## src/rtl/mlsu_req_sched.sv

```systemverilog
// Request scheduler in front of the MLSU pe_req port: round-robin between the vector and
// matrix issue paths, one-entry output register, direction phases and outstanding counters.
module mlsu_req_sched #(
  parameter int PayloadW = 128,
  parameter int MaxOutst = 4
) (
  input  logic                              clk_i,
  input  logic                              rst_i,
  input  logic [1:0]                        req_valid_i,
  output logic [1:0]                        req_ready_o,
  input  logic [1:0]                        req_is_load_i,
  input  logic [1:0][PayloadW-1:0]          req_payload_i,
  output logic                              mlsu_valid_o,
  input  logic                              mlsu_ready_i,
  output logic [PayloadW-1:0]               mlsu_payload_o,
  output logic                              mlsu_is_load_o,
  output logic                              mlsu_src_o,
  input  logic                              ld_done_i,
  input  logic                              st_done_i,
  output logic [$clog2(MaxOutst+1)-1:0]     ld_outst_o,
  output logic [$clog2(MaxOutst+1)-1:0]     st_outst_o,
  output logic                              busy_o,
  output logic                              err_o
);

  localparam int CntW = $clog2(MaxOutst + 1);
  localparam logic [CntW-1:0] MaxCnt = CntW'(MaxOutst);

  typedef enum logic [1:0] {
    IDLE,
    LD,
    ST,
    DRAIN
  } state_t;

  state_t state;
  logic   drain_is_load;
  logic   rr;
  logic   rst_q;

  logic   has_win;
  logic   win;
  logic   win_load;
  logic   or_free;
  logic   cnt_room;
  logic   dir_ok;
  logic   accept;
  logic   ld_inc;
  logic   st_inc;
  logic   ld_dec;
  logic   st_dec;
  logic   ld_zero;
  logic   st_zero;
  logic   opposite;
  logic [CntW-1:0] ld_next;
  logic [CntW-1:0] st_next;

  assign ld_zero = (ld_outst_o == '0);
  assign st_zero = (st_outst_o == '0);

  assign has_win  = |req_valid_i;
  assign win      = req_valid_i[rr] ? rr : ~rr;
  assign win_load = req_is_load_i[win];
  assign or_free  = !mlsu_valid_o || mlsu_ready_i;
  assign cnt_room = win_load ? (ld_outst_o < MaxCnt) : (st_outst_o < MaxCnt);
  assign dir_ok   = (state == IDLE) ||
                    ((state == LD) && win_load) ||
                    ((state == ST) && !win_load);
  assign opposite = ((state == LD) && !win_load) || ((state == ST) && win_load);

  // Grants are held off during reset and for the first cycle after it.
  assign accept = has_win && or_free && cnt_room && dir_ok && !rst_q && !rst_i;

  assign req_ready_o = accept ? (win ? 2'b10 : 2'b01) : 2'b00;

  assign ld_inc = accept && win_load;
  assign st_inc = accept && !win_load;
  assign ld_dec = ld_done_i && !ld_zero;
  assign st_dec = st_done_i && !st_zero;

  always_comb begin
    ld_next = ld_outst_o;
    if (ld_inc && !ld_dec) begin
      ld_next = ld_outst_o + CntW'(1);
    end else if (!ld_inc && ld_dec) begin
      ld_next = ld_outst_o - CntW'(1);
    end
  end

  always_comb begin
    st_next = st_outst_o;
    if (st_inc && !st_dec) begin
      st_next = st_outst_o + CntW'(1);
    end else if (!st_inc && st_dec) begin
      st_next = st_outst_o - CntW'(1);
    end
  end

  always_ff @(posedge clk_i) begin
    rst_q <= rst_i;
  end

  // A done pulse against an empty counter is a protocol violation; the flag stays set until reset.
  always_ff @(posedge clk_i) begin
    if (rst_i) begin
      ld_outst_o <= '0;
      st_outst_o <= '0;
      err_o      <= 1'b0;
    end else begin
      ld_outst_o <= ld_next;
      st_outst_o <= st_next;
      if ((ld_done_i && ld_zero) || (st_done_i && st_zero)) begin
        err_o <= 1'b1;
      end
    end
  end

  always_ff @(posedge clk_i) begin
    if (rst_i) begin
      mlsu_valid_o   <= 1'b0;
      mlsu_payload_o <= '0;
      mlsu_is_load_o <= 1'b0;
      mlsu_src_o     <= 1'b0;
      rr             <= 1'b0;
    end else begin
      if (accept) begin
        mlsu_valid_o   <= 1'b1;
        mlsu_payload_o <= req_payload_i[win];
        mlsu_is_load_o <= win_load;
        mlsu_src_o     <= win;
        rr             <= ~win;
      end else if (mlsu_ready_i) begin
        mlsu_valid_o <= 1'b0;
      end
    end
  end

  // An opposite-direction winner parks the scheduler in DRAIN; nothing is granted
  // until the old phase has fully completed and the output register is empty.
  always_ff @(posedge clk_i) begin
    if (rst_i) begin
      state         <= IDLE;
      drain_is_load <= 1'b0;
    end else begin
      case (state)
        IDLE: begin
          if (accept) begin
            state <= win_load ? LD : ST;
          end
        end
        LD, ST: begin
          if (has_win && opposite) begin
            state         <= DRAIN;
            drain_is_load <= (state == LD);
          end else if (!accept && !mlsu_valid_o &&
                       ((state == LD) ? ld_zero : st_zero)) begin
            state <= IDLE;
          end
        end
        DRAIN: begin
          if (!mlsu_valid_o && (drain_is_load ? ld_zero : st_zero)) begin
            state <= IDLE;
          end
        end
        default: state <= IDLE;
      endcase
    end
  end

  assign busy_o = !ld_zero || !st_zero || mlsu_valid_o;

endmodule
```

## config.mk

```make
export PLATFORM = sky130hd
export DESIGN_NAME = mlsu_req_sched
export DESIGN_NICKNAME = d
export VERILOG_FILES = /design/src/rtl/mlsu_req_sched.sv
export SDC_FILE = /design/constraint.sdc
export NUM_CORES = 1
export LEC_CHECK = 0
export BUFFER_PORTS_ARGS = -buffer_cell sky130_fd_sc_hd__buf_4
export CAP_MARGIN = 10
export CORE_AREA = 2 2 158 160
export DETAILED_ROUTE_END_ITERATION = 12
export DIE_AREA = 0 0 160 162
export PLACE_DENSITY_LB_ADDON = 0.08
export REMOVE_ABC_BUFFERS = 1
export SKIP_LAST_GASP = 1
export SYNTH_ARGS = -nofsm -noshare
export SYNTH_HDL_FRONTEND = slang
export SYNTH_SLANG_ARGS = --single-unit
```

## constraint.sdc

```tcl
create_clock -name clk_i -period 7.6 [get_ports clk_i]
set_clock_uncertainty 0.1 [all_clocks]
set_input_delay 2.28 -clock clk_i [delete_from_list [all_inputs] [get_ports clk_i]]
set_output_delay 2.28 -clock clk_i [all_outputs]
set_load 0.02 [all_outputs]
```

==> results.json <==
{
  "status": "completed",
  "htreeDepth": 4,
  "tns_ns": 0,
  "crit_type": "in2out",
  "p_comb_share_pct": 35.0,
  "busiest_layer": "met2",
  "tightest_slew_ns": 0.9621,
  "synth_top_cell_by_area": "dfxtp_1",
  "synth-seq-area-share_pct": 43.47,
  "worst_r2r_path_depth": 9,
  "syn_area_um2": 6585,
  "synth_ff_type": "dfxtp_1",
  "post_dp_cell_area_um2": 9757,
  "place.gp.congestion": 0.7311,
  "coreArea_um2": 24110,
  "yosysMostFrequentCell": "dfxtp_1",
  "fmax_ghz": 0.1627,
  "grt_usage_pct": 16.91,
  "postRouteAntennaNets": 0,
  "setup_violations": 0,
  "path_clk_slew_ns": 0.06,
  "r2r_end": "state[1]",
  "rsz0062_at_grt": "false",
  "synth.area.top_cells": "dfxtp_1 43%, mux2i_1 20%, a211oi_1 14%",
  "grt_max_degree": 131,
  "yosys_register_bits": 143,
  "clk_latency_ns": 0.41,
  "initial_utilization_pct": 27.32,
  "cts.sinks": 143,
  "met3_usage_pct": 8.095,
  "hold_class": "reg2reg",
  "switchingPower_mw": 0.9007,
  "nets": 1324,
  "grt_use_met1_pct": 18.18,
  "min_to": "err_o",
  "design_area_um2": 10310,
  "cts_tree": "done",
  "via_per_inst": 4.436,
  "drive_above_1_share_pct": 42.24,
  "overflow": 0,
  "min_period_over_period_pct": 80.88,
  "p_per_area_nw_per_um2": 256.3,
  "drtIter0Drc": 271,
  "arrival_ns": 3.77,
  "firstDrtPassIters": 4,
  "netlist.area_leader.share_pct": 43.47,
  "max-cap-violations": 0,
  "required_ns": 5.22,
  "antenna_found_initial": 2,
  "p_seq_share_pct": 35.3,
  "p_leak_nw": 4.696,
  "grt_util_met2_pct": 30.17,
  "ctsHoldBuffers": 0,
  "die_w_um": 160,
  "ctsResizeCount": 0,
  "endpoint_kind": "output pin",
  "die_y_um": 162,
  "cp-start-kind": "input pin",
  "place.port_buffers": 405,
  "r2r_start": "rr",
  "rows": 57,
  "dp_hpwl_um": 16910,
  "layout-area-overhead-vs-synth_pct": 56.55,
  "whs_path_depth": 2,
  "syn_inst": 680,
  "synth-edff-count": 0,
  "yosysWarningCount": 0,
  "power.internal_mw": 1.741,
  "cts_setup_buffers": 0,
  "io_pins": 406,
  "avgSynthCellArea_um2": 9.684,
  "startpoint": "req_valid_i[1]",
  "p_clk_share_pct": 29.6,
  "ir_drop_mv": 0.1708,
  "cp_max_fo": 4,
  "rrSetupSlack_ns": 4.02,
  "hold_start": "err_o",
  "relSlewSlack_pct": 35.86,
  "cts-root-buf": "clkbuf_16",
  "ys_types": 35,
  "async_reset_ff_share_pct": 0,
  "route.vias.total": 6157,
  "slew_violations": 0,
  "sw_frac_of_total_pct": 34.10,
  "avgRoutedWirePerCell_um": 16.16,
  "timing.final.crit_period_ns": 6.147,
  "first_global_vias": 6157,
  "drc": 0,
  "grt_pass1_wl_um": 34150,
  "finalHoldViolCount": 0,
  "synth_common_cells": "143 x dfxtp_1, 142 x nor2_1, 131 x mux2i_1",
  "cts_buffers": 17,
  "dieArea_um2": 25920,
  "drt_wl_total_um": 22440,
  "clockBufferDepth": 2
}
==> flip-flops by register name, indices dropped and copies added (netlist names) <==
name	count
mlsu_is_load_o	1
mlsu_src_o	1
ld_outst_o	3
rst_q	1
drain_is_load	1
mlsu_valid_o	1
mlsu_payload_o	128
rr	1
state	2
st_outst_o	3
err_o	1
==> cell usage in the layout, fill, tap and decap left out, types with 2 or more instances in the layout <==
master / count
clkinv_2: 2
fa_1: 2
inv_1: 6
a211oi_1: 123
nor3_1: 6
clkbuf_16: 17
nor2b_1: 3
buf_4: 410
clkbuf_1: 3
dfxtp_1: 143
nand2_1: 5
inv_6: 2
or3_1: 5
nand2b_1: 3
mux2i_1: 131
a21oi_1: 7
and2_1: 4
nand3_1: 2
a211oi_2: 7
xor2_1: 4
o21ai_0: 6
ha_1: 7
nor2_1: 142
clkinvlp_4: 5
clkinv_4: 2
o21a_1: 2
==> worst max path at each step <==
stage / slack (ns) / cells past startpoint / end
floorplan: -5.96 / 5 / req_ready_o[1]
global placement: 1.41 / 6 / req_ready_o[1]
detailed placement: 1.39 / 6 / req_ready_o[1]
CTS: 1.38 / 6 / req_ready_o[1]
global route: 1.35 / 6 / req_ready_o[1]
finish: 1.45 / 7 / req_ready_o[1]
==> power by group through the flow <==
stage / clock, mW / combinational [mW] / sequential (mW)
2_1_floorplan: 0 / 0.479 / 1.06
3_3_place_gp: 0 / 0.938 / 0.947
3_5_place_dp: 0 / 0.937 / 0.950
4_1_cts: 0.814 / 0.940 / 0.935
5_1_grt: 0.844 / 1.01 / 0.950
6_report: 0.783 / 0.925 / 0.933
==> metal layers <==
layer	routed length (um)	vias up
met1	8513	2713
met4	177	2
met3	2171	9
li1	-	3206
met5	13	-
met2	11560	227
==> cell families (layout without fill, tap and decap cells) <==
logic type / after synthesis / in the layout / share of synthesized area [%]
xor gates and xnor gates: 4 / 4 / 0.5320
buffers and inverters: 66 / 449 / 5.491
muxes: 132 / 132 / 20.08
other: 0 / 1 / 0
and+or+nand+nor: 174 / 174 / 10.83
adders and majority gates: 9 / 9 / 1.938
DFF: 143 / 143 / 43.47
AOI/OAI and AO/OA: 152 / 152 / 17.65
==> metrics by stage <==
stage / utilization [%] / total power [mW] / worst slack (ns) / cells / hold slack (ns)
after floorplan: - / 1.543 / -5.962 / 620 / 0.3764
after global placement: 40.48 / 1.885 / 1.410 / 1355 / 0.3735
after detailed placement: 40.48 / 1.887 / 1.386 / 1355 / 0.3798
after CTS: 42.75 / 2.689 / 1.383 / 1387 / 0.3987
after global routing: 42.76 / 2.807 / 1.350 / 1388 / 0.4148
final: 42.76 / 2.642 / 1.453 / 1388 / 0.3958
==> worst max-delay path: stages <==
cell	delay [ns]
buf_4	0.12
nand2b_1	0.21
a21bo_1	0.21
a211o_1	0.32
a31oi_4	0.20
nor2b_1	0.24
buf_4	0.19
==> final cells by class <==
class | count | area (um^2)
Sequential cell | 143 | 2863
Fill cell | 2450 | 13800
Tap cell | 324 | 405.4
Multi-Input combinational cell | 471 | 3368
Timing Repair Buffer | 411 | 3098
Inverter | 6 | 22.52
Clock buffer | 20 | 436.7
Antenna cell | 1 | 2.502
Clock inverter | 12 | 112.6
No activity file was read; power rests on OpenSTA's default activity.
